**config.mk**
```make
export PLATFORM = sky130hd
export DESIGN_NAME = parametrik_yapay_zeka_hizlandiricisi_flat
export DESIGN_NICKNAME = d
export VERILOG_FILES = /design/src/rtl/parametrik_yapay_zeka_hizlandiricisi_if.sv /design/src/rtl/parametrik_yapay_zeka_hizlandiricisi.sv /design/src/flat_wrapper.sv
export SDC_FILE = /design/constraint.sdc
export NUM_CORES = 2
export LEC_CHECK = 0
export CAP_MARGIN = 5
export CORE_MARGIN = 2
export CORE_UTILIZATION = 32
export DETAILED_ROUTE_END_ITERATION = 6
export SKIP_LAST_GASP = 1
export SYNTH_ARGS = -nofsm -noshare
export SYNTH_HDL_FRONTEND = slang
export SYNTH_SLANG_ARGS = --single-unit
```
**constraint.sdc**
```tcl
create_clock -name clk_i -period 22.7 [get_ports clk_i]
set_input_delay 4.54 -clock clk_i [delete_from_list [all_inputs] [get_ports clk_i]]
set_output_delay 4.54 -clock clk_i [all_outputs]
set_load 0.01 [all_outputs]
```
**src/rtl/parametrik_yapay_zeka_hizlandiricisi_if.sv**
```systemverilog
// Command/result bus between the execute pipeline and the parametrised AI accelerator.
// The master is the pipeline; the slave is the accelerator.
interface parametrik_yapay_zeka_hizlandiricisi_if #(
  parameter int VERI_W   = 32,
  parameter int DERINLIK = 8
);
  localparam int SAY_W = $clog2(DERINLIK) + 1;

  logic              durdur_i;
  logic              basla_i;
  logic [2:0]        kontrol_i;
  logic              rs2_en_i;
  logic              kayan_mod_i;
  logic [VERI_W-1:0] deger1_i;
  logic [VERI_W-1:0] deger2_i;
  logic              bitti_o;
  logic [VERI_W-1:0] sonuc_o;
  logic [SAY_W-1:0]  w_sayisi_o;
  logic [SAY_W-1:0]  x_sayisi_o;
  logic              tasma_o;

  modport master (
    output durdur_i, basla_i, kontrol_i, rs2_en_i, kayan_mod_i, deger1_i, deger2_i,
    input  bitti_o, sonuc_o, w_sayisi_o, x_sayisi_o, tasma_o
  );

  modport slave (
    input  durdur_i, basla_i, kontrol_i, rs2_en_i, kayan_mod_i, deger1_i, deger2_i,
    output bitti_o, sonuc_o, w_sayisi_o, x_sayisi_o, tasma_o
  );
endinterface

```
**src/rtl/parametrik_yapay_zeka_hizlandiricisi.sv**
```systemverilog
// Weight/data buffers with an internal sequential multiply-accumulate.
// One product is accumulated per cycle; the data buffer can run as a sliding window.
module parametrik_yapay_zeka_hizlandiricisi #(
  parameter int VERI_W   = 32,
  parameter int DERINLIK = 8,
  parameter int DOYURMA  = 0
) (
  input logic clk_i,
  input logic rst_i,
  parametrik_yapay_zeka_hizlandiricisi_if.slave bus
);
  localparam int AW    = $clog2(DERINLIK);
  localparam int CW    = AW + 1;
  localparam int ACC_W = 2 * VERI_W + AW;

  localparam logic [CW-1:0] DOLU = CW'(DERINLIK);
  localparam logic [2:0] K_LDW  = 3'b000;
  localparam logic [2:0] K_CLRW = 3'b001;
  localparam logic [2:0] K_LDX  = 3'b010;
  localparam logic [2:0] K_CLRX = 3'b011;
  localparam logic [2:0] K_RUN  = 3'b100;

  localparam logic signed [ACC_W-1:0] UST = {{(ACC_W-VERI_W+1){1'b0}}, {(VERI_W-1){1'b1}}};
  localparam logic signed [ACC_W-1:0] ALT = {{(ACC_W-VERI_W+1){1'b1}}, {(VERI_W-1){1'b0}}};

  typedef enum logic [1:0] {BOSTA, CARP, BITTI} durum_t;

  logic [VERI_W-1:0] w_mem [DERINLIK];
  logic [VERI_W-1:0] x_mem [DERINLIK];

  logic [CW-1:0] w_say, x_say;
  logic [AW-1:0] x_bas;
  logic          tasma;

  durum_t                   durum;
  logic [AW-1:0]            idx;
  logic [CW-1:0]            n_reg;
  logic signed [ACC_W-1:0]  acc;
  logic [VERI_W-1:0]        sonuc;

  logic calis, run_tut;
  assign calis   = bus.basla_i & ~bus.durdur_i;
  assign run_tut = bus.basla_i & (bus.kontrol_i == K_RUN);

  logic          w_we1, w_we2, w_tas;
  logic [AW-1:0] w_i1, w_i2;
  logic [CW-1:0] w_say_n;

  always_comb begin
    w_we1   = 1'b0;
    w_we2   = 1'b0;
    w_tas   = 1'b0;
    w_i1    = '0;
    w_i2    = '0;
    w_say_n = w_say;
    if (w_say < DOLU) begin
      w_we1   = 1'b1;
      w_i1    = w_say[AW-1:0];
      w_say_n = w_say + 1'b1;
    end else begin
      w_tas = 1'b1;
    end
    if (bus.rs2_en_i) begin
      if (w_say_n < DOLU) begin
        w_we2   = 1'b1;
        w_i2    = w_say_n[AW-1:0];
        w_say_n = w_say_n + 1'b1;
      end else begin
        w_tas = 1'b1;
      end
    end
  end

  // Data buffer is circular from x_bas; when full in sliding mode the oldest entry is overwritten.
  logic          x_we1, x_we2, x_tas;
  logic [AW-1:0] x_i1, x_i2, x_bas_n;
  logic [CW-1:0] x_say_n;

  always_comb begin
    x_we1   = 1'b0;
    x_we2   = 1'b0;
    x_tas   = 1'b0;
    x_i1    = '0;
    x_i2    = '0;
    x_say_n = x_say;
    x_bas_n = x_bas;
    if (x_say < DOLU) begin
      x_we1   = 1'b1;
      x_i1    = x_bas + x_say[AW-1:0];
      x_say_n = x_say + 1'b1;
    end else if (bus.kayan_mod_i) begin
      x_we1   = 1'b1;
      x_i1    = x_bas;
      x_bas_n = x_bas + 1'b1;
    end else begin
      x_tas = 1'b1;
    end
    if (bus.rs2_en_i) begin
      if (x_say_n < DOLU) begin
        x_we2   = 1'b1;
        x_i2    = x_bas_n + x_say_n[AW-1:0];
        x_say_n = x_say_n + 1'b1;
      end else if (bus.kayan_mod_i) begin
        x_we2   = 1'b1;
        x_i2    = x_bas_n;
        x_bas_n = x_bas_n + 1'b1;
      end else begin
        x_tas = 1'b1;
      end
    end
  end

  always_ff @(posedge clk_i) begin
    if (calis && bus.kontrol_i == K_LDW) begin
      if (w_we1) w_mem[w_i1] <= bus.deger1_i;
      if (w_we2) w_mem[w_i2] <= bus.deger2_i;
    end
    if (calis && bus.kontrol_i == K_LDX) begin
      if (x_we1) x_mem[x_i1] <= bus.deger1_i;
      if (x_we2) x_mem[x_i2] <= bus.deger2_i;
    end
  end

  always_ff @(posedge clk_i or posedge rst_i) begin
    if (rst_i) begin
      w_say <= '0;
      x_say <= '0;
      x_bas <= '0;
      tasma <= 1'b0;
    end else if (calis) begin
      case (bus.kontrol_i)
        K_LDW: begin
          w_say <= w_say_n;
          if (w_tas) tasma <= 1'b1;
        end
        K_CLRW: begin
          w_say <= '0;
          tasma <= 1'b0;
        end
        K_LDX: begin
          x_say <= x_say_n;
          x_bas <= x_bas_n;
          if (x_tas) tasma <= 1'b1;
        end
        K_CLRX: begin
          x_say <= '0;
          x_bas <= '0;
          tasma <= 1'b0;
        end
        default: ;
      endcase
    end
  end

  logic [CW-1:0]             n_comb;
  logic [VERI_W-1:0]         x_oku, w_oku;
  logic signed [2*VERI_W-1:0] carpim;
  logic signed [ACC_W-1:0]   acc_ek, acc_yeni;
  logic [VERI_W-1:0]         doymus;

  assign n_comb   = (w_say < x_say) ? w_say : x_say;
  assign x_oku    = x_mem[x_bas + idx];
  assign w_oku    = w_mem[idx];
  assign carpim   = $signed(x_oku) * $signed(w_oku);
  assign acc_ek   = {{AW{carpim[2*VERI_W-1]}}, carpim};
  assign acc_yeni = acc + acc_ek;

  always_comb begin
    doymus = acc_yeni[VERI_W-1:0];
    if (DOYURMA != 0) begin
      if (acc_yeni > UST)      doymus = UST[VERI_W-1:0];
      else if (acc_yeni < ALT) doymus = ALT[VERI_W-1:0];
    end
  end

  // A stall freezes the sequencer entirely, including a pending abort.
  always_ff @(posedge clk_i or posedge rst_i) begin
    if (rst_i) begin
      durum <= BOSTA;
      idx   <= '0;
      n_reg <= '0;
      acc   <= '0;
      sonuc <= '0;
    end else if (!bus.durdur_i) begin
      case (durum)
        BOSTA: begin
          if (run_tut) begin
            idx   <= '0;
            acc   <= '0;
            n_reg <= n_comb;
            if (n_comb == '0) begin
              durum <= BITTI;
              sonuc <= '0;
            end else begin
              durum <= CARP;
            end
          end
        end
        CARP: begin
          if (!run_tut) begin
            durum <= BOSTA;
          end else begin
            acc <= acc_yeni;
            idx <= idx + 1'b1;
            if ({1'b0, idx} == n_reg - 1'b1) begin
              durum <= BITTI;
              sonuc <= doymus;
            end
          end
        end
        BITTI:   durum <= BOSTA;
        default: durum <= BOSTA;
      endcase
    end
  end

  assign bus.bitti_o    = bus.basla_i & ((bus.kontrol_i != K_RUN) | (durum == BITTI));
  assign bus.sonuc_o    = sonuc;
  assign bus.w_sayisi_o = w_say;
  assign bus.x_sayisi_o = x_say;
  assign bus.tasma_o    = tasma;
endmodule

```
**src/flat_wrapper.sv**
```systemverilog
// flat-port wrapper written by rule: the top's interface ports become plain ports
module parametrik_yapay_zeka_hizlandiricisi_flat 
#(
  parameter int VERI_W   = 32,
  parameter int DERINLIK = 8,
  parameter int DOYURMA  = 0
)
  (clk_i, rst_i, bus_durdur_i, bus_basla_i, bus_kontrol_i, bus_rs2_en_i, bus_kayan_mod_i, bus_deger1_i, bus_deger2_i, bus_bitti_o, bus_sonuc_o, bus_w_sayisi_o, bus_x_sayisi_o, bus_tasma_o);
  parametrik_yapay_zeka_hizlandiricisi_if #(.VERI_W(VERI_W), .DERINLIK(DERINLIK)) bus_i ();
  input logic clk_i;
  input logic rst_i;
  input wire logic [$bits(bus_i.durdur_i)-1:0] bus_durdur_i;
  input wire logic [$bits(bus_i.basla_i)-1:0] bus_basla_i;
  input wire logic [$bits(bus_i.kontrol_i)-1:0] bus_kontrol_i;
  input wire logic [$bits(bus_i.rs2_en_i)-1:0] bus_rs2_en_i;
  input wire logic [$bits(bus_i.kayan_mod_i)-1:0] bus_kayan_mod_i;
  input wire logic [$bits(bus_i.deger1_i)-1:0] bus_deger1_i;
  input wire logic [$bits(bus_i.deger2_i)-1:0] bus_deger2_i;
  output wire logic [$bits(bus_i.bitti_o)-1:0] bus_bitti_o;
  output wire logic [$bits(bus_i.sonuc_o)-1:0] bus_sonuc_o;
  output wire logic [$bits(bus_i.w_sayisi_o)-1:0] bus_w_sayisi_o;
  output wire logic [$bits(bus_i.x_sayisi_o)-1:0] bus_x_sayisi_o;
  output wire logic [$bits(bus_i.tasma_o)-1:0] bus_tasma_o;
  assign bus_i.durdur_i = bus_durdur_i;
  assign bus_i.basla_i = bus_basla_i;
  assign bus_i.kontrol_i = bus_kontrol_i;
  assign bus_i.rs2_en_i = bus_rs2_en_i;
  assign bus_i.kayan_mod_i = bus_kayan_mod_i;
  assign bus_i.deger1_i = bus_deger1_i;
  assign bus_i.deger2_i = bus_deger2_i;
  assign bus_bitti_o = bus_i.bitti_o;
  assign bus_sonuc_o = bus_i.sonuc_o;
  assign bus_w_sayisi_o = bus_i.w_sayisi_o;
  assign bus_x_sayisi_o = bus_i.x_sayisi_o;
  assign bus_tasma_o = bus_i.tasma_o;
  parametrik_yapay_zeka_hizlandiricisi #(.VERI_W(VERI_W), .DERINLIK(DERINLIK), .DOYURMA(DOYURMA)) u_core (.clk_i(clk_i), .rst_i(rst_i), .bus(bus_i));
endmodule
```
---- Yosys cells after proc, flatten, opt, wreduce, memory -nomap -nowiden ----
Memories as Yosys holds them, arrays and structs flattened.
Cells that the tools add are included.
word-level totals
  flip-flop bits (word level) ............. 120
  memory bits (writable) .................. 512
  output and inout bits ................... 42
  memories kept ........................... 2
cells by class
  add/subtract/negate cells ............... 12
  multipliers ............................. 1
  $lt $le $gt $ge ......................... 5
  eq/ne operators ......................... 15
  muxes and demuxes ....................... 69
  bitwise logic cells ..................... 5
  reductions and logical operators ........ 17
memory list
  memory        depth  width  rd ports  clocked after Yosys merged registers in  wr ports  line                                        source
  u_core.w_mem  8      32     1         0                                        2         parametrik_yapay_zeka_hizlandiricisi.sv:28  logic [VERI_W-1:0] w_mem [DERINLIK];
  u_core.x_mem  8      32     1         0                                        2         parametrik_yapay_zeka_hizlandiricisi.sv:29  logic [VERI_W-1:0] x_mem [DERINLIK];
operator list
  kind                   number
  $mux W67               2
  $pmux W67 S2           1
  $mux W32               4
  $add A67 B64 Y67       1
  $mul A32 B32 Y64       1
  $pmux W32 S2           1
  $mux W3                15
  $mux W1                29
  $mux W4                7
  $add A4 B1 Y4 const B  4
  $lt A4 B4 Y1 const B   4
  $pmux W4 S2            2
  $ne A2 B1 Y1 const B   6
  $pmux W3 S2            2
  $add A3 B1 Y3 const B  3
  $add A3 B3 Y3          3
  $mux W2                4
  $reduce_and A4 Y1      2
  $eq A3 B2 Y1 const B   2
  $ne A3 B3 Y1 const B   2
  $reduce_and A3 Y1      2
  $reduce_and A6 Y1      1
  $reduce_bool A2 Y1     3
  $eq A3 B4 Y1           1
  other kinds (18)       22

---- Longest topological paths before layout ----
  word-level depth ........................ 8
  gate-level depth with buffers ........... 43

---- Least setup slack after synthesis ----
No wires, ideal clock.
  kind .................................... register to register
  from .................................... register u_core.idx[1]
  to ...................................... register u_core.sonuc[28] (netlist: u_core.bus.sonuc_o[28])
  arrival time ............................ 10.407 ns
  data required time ...................... 22.569 ns
  setup slack ............................. 12.161 ns
  cell stages (with the launch flop) ...... 38
  path buffers ............................ 10
  path through ............................ dfrtp_1 > buf_2 > buf_4 > buf_2 > clkbuf_1 > inv_1 > fa_1 > buf_2 > buf_4 > buf_4 > buf_4 > buf_2 > mux4_2 > mux2i_1 > clkbuf_1 > nor2_1 > fa_1 > fa_1 > (+2 left out) > fa_1 > inv_1 > fa_1 > fa_1 > fa_1 > inv_1 > fa_1 > inv_1 > ha_1 > a21o_1 > a21oi_1 > o21bai_1 > a21o_1 > a21o_1 > a31o_2 > a2111oi_0 > nor3_1 > or3_1
between the ends
  longest elaborated chain between the ends .. 7
ends and longest elaborated chain
  item                    line                                         source
  from (decl)             parametrik_yapay_zeka_hizlandiricisi.sv:36   logic [AW-1:0] idx;
  from (signal assigned)  parametrik_yapay_zeka_hizlandiricisi.sv:204  idx <= idx + 1'b1;
  $add A3 B3 Y3           parametrik_yapay_zeka_hizlandiricisi.sv:162  assign x_oku = x_mem[x_bas + idx];
  $mem_v2 Z8 W32          n/a
  $mul A32 B32 Y64        parametrik_yapay_zeka_hizlandiricisi.sv:164  assign carpim = $signed(x_oku) * $signed(w_oku);
  $add A67 B64 Y67        parametrik_yapay_zeka_hizlandiricisi.sv:166  assign acc_yeni = acc + acc_ek;
  $mux W32                parametrik_yapay_zeka_hizlandiricisi.sv:205  if ({1'b0, idx} == n_reg - 1'b1) begin
  $mux W32                parametrik_yapay_zeka_hizlandiricisi.sv:200  if (!run_tut) begin
  $pmux W32 S2            parametrik_yapay_zeka_hizlandiricisi.sv:185  case (durum)
  to (signal assigned)    parametrik_yapay_zeka_hizlandiricisi.sv:207  sonuc <= doymus;
  to (decl)               parametrik_yapay_zeka_hizlandiricisi.sv:39   logic [VERI_W-1:0] sonuc;
Several ways; a longest one is shown, not always the timed one. The select of a mux whose other input is x is not followed.
A chain may end at the register's enable or synchronous reset.

---- Worst setup path in the final report ----
Ends and elaborated chain as after synthesis.

==> impl_metrics.toml <==
[critical_path]
cp-start-kind = "register"
cp-end-kind = "register"
cp_top_family = "adder cells"
slowest_delay_ns = 1.16
setup.worst_path.class = "reg2reg"
cp.arrival_ns = 12.12
critical_path_buf_inv_count = 6
required_ns = 23.25
cpMostUsedCell = "fa_1"
slowest_stage = "fa_4"
crit_fanout = 42

[synth]
syn_inst = 4074
avgSynthCellArea_um2 = 11.7
synth-edff-count = 512
synth.ff_latch_count = 597
synth.largest_area_cell = "edfxtp_1"
synthDistinctLibCells = 72
ys_async_sr_fraction_pct = 14.2
synth_area_leaders = "edfxtp_1, fa_1, mux2_2"
ys_warn_count = 0
synth_most_common_cell = "inv_1"
synthFlopType = "edfxtp_1"
synth_top_area_share_pct = 32.2
synth_commonest_cells = "inv_1, mux2_2, edfxtp_1, fa_1, nor2_1"
synthesis.area_um2 = 47700
synthesis.nets = 4756
yosysSeqAreaShare_pct = 36.7

[detailed_routing]
post_drt_wl_per_cell_um = 24.4
first_pass_iters = 5
vias = 31900
antenna_left = 0
drtIter0Drc = 2669
wirelength_um = 148000
drc = 0
via_per_inst = 5.26

[clock_network]
cts_tree = "built"
numCtsBuffers = 70
path_clk_slew_ns = 0.08
cts_root_buf = "clkbuf_16"
h-tree-depth = 3
ctsResizeCount = 0
cts_buffer_depth = 3
hold_buffers = 0
post-cts-setup-buffers = 0
cts_sinks = 597
clk_latency_ns = 0.69

[worst_hold_path]
hold_path.class = "reg2reg"

[global_routing]
grt_pass1_vias = 33500
grt_first_pass_wirelength_um = 221000
gr-total-overflow = 0
antenna_found_initial = 16
grt_use_total_pct = 19.5
grt_max_degree = 52

[final_layout]
fill_cells = 14400
reg_top3 = "u_core.w_mem x256, u_core.x_mem x256"
syn2layout_area_growth_pct = 11.8
drive_gt1_share_pct = 23.2
nets = 4766
diodes = 0

[timing]
fin_crit_ns = 11.57
finalSetupViolations = 0
maxSlewHeadroom_pct = 19.0
worst_pin_slew_ns = 1.21
hold_viol = 0
period_share_pct = 51.0
clock_skew_ns = 0.0649
tns_ns = 0
max_freq_ghz = 0.0864
rsz0062_at_grt = "false"
hold_ws_ns = 0.473
final_max_slew_viol_count = 0

[floorplanning]
die_h_um = 390
dieArea_um2 = 152000
placement_rows = 141
placeableCoreArea_um2 = 148000
die_x_um = 390
pin_count = 115
start_util_pct = 32.3

[run]
max-cap-violations = 0

[status]
status = "complete, no violations"

[placed_design]
dp_hpwl_um = 96600
gp_congestion = 0.848
port_buffers = 114
-- kinds of logic after synthesis --
| logic type | count (synthesis) | synth area share [%] |
|---|---|---|
| and+or+nand+nor | 982 | 9.08 |
| buffers and inverters | 832 | 6.91 |
| muxes | 699 | 19.0 |
| adders and majority gates | 609 | 22.9 |
| DFF | 597 | 36.7 |
| AOI/OAI and AO/OA | 262 | 3.59 |
| xor gates and xnor gates | 93 | 1.90 |
-- layout by cell type (no fill, tap or decap), types with 43 or more instances in the layout --
cell / instances
mux2_2: 524
o21ai_0: 68
xnor2_1: 66
edfxtp_1: 512
mux2i_1: 43
or2_2: 66
dfrtp_1: 82
a21oi_1: 47
nor2_1: 389
nor3_1: 45
inv_1: 556
mux4_2: 110
clkdlybuf4s50_1: 114
nand2b_1: 64
nand2_1: 283
clkbuf_16: 71
fa_1: 440
buf_4: 97
ha_1: 167
-- worst paths after layout --
path | end | slack (ns) | cells past startpoint | startpoint
min | u_core.bus.sonuc_o[6] | 0.47 | 2 | u_core.bus.sonuc_o[6]
max | u_core.bus.sonuc_o[28] | 11.13 | 29 | u_core.idx[1]
min in group asynchronous | u_core.bus.sonuc_o[21] | 4.25 | 2 | rst_i
min reg2reg | u_core.bus.sonuc_o[6] | 0.47 | 2 | u_core.bus.sonuc_o[6]
max reg2reg | u_core.bus.sonuc_o[28] | 11.13 | 29 | u_core.idx[1]
max in group asynchronous | u_core.idx[0] | 17.22 | 3 | rst_i
-- stage by stage --
step	worst slack, ns	area [um2]	cells	utilization [%]
3_5_place_dp	11.13	51200	5942	34.6
6_report	11.13	53400	6063	36.0
3_3_place_gp	11.32	51200	5942	34.6
4_1_cts	11.10	53400	6063	36.0
5_1_grt	10.51	53400	6063	36.0
2_1_floorplan	12.16	47700	4074	-
-- worst min-delay path: cells and delay by family (launching register included) --
family	cells	cell delay, ns
flops	1	0.34
simple gates	2	0.10
-- routing by layer --
layer | part of all wire, % | global-route usage, % | routed length (um)
met5 | 0.10 | 0 | 151
met4 | 2.7 | 5.10 | 3940
met2 | 49 | 32.8 | 71700
met3 | 7.2 | 3.90 | 10700
met1 | 41 | 25.6 | 61200
-- area by class of cell --
class	instances	area (um2)	share of cell area [%]
repair buffers	211	1870	3.50
clock buffers	88	1840	3.45
inverters	559	2100	3.94
multi-input cells	2645	27300	51.1
well taps	1930	2410	4.53
clock inverters	33	329	0.617
flip-flops and latches	597	17500	32.8
Power is not shown: default switching activity piles up to over one toggle a cycle in this logic, so the estimate is an artifact.
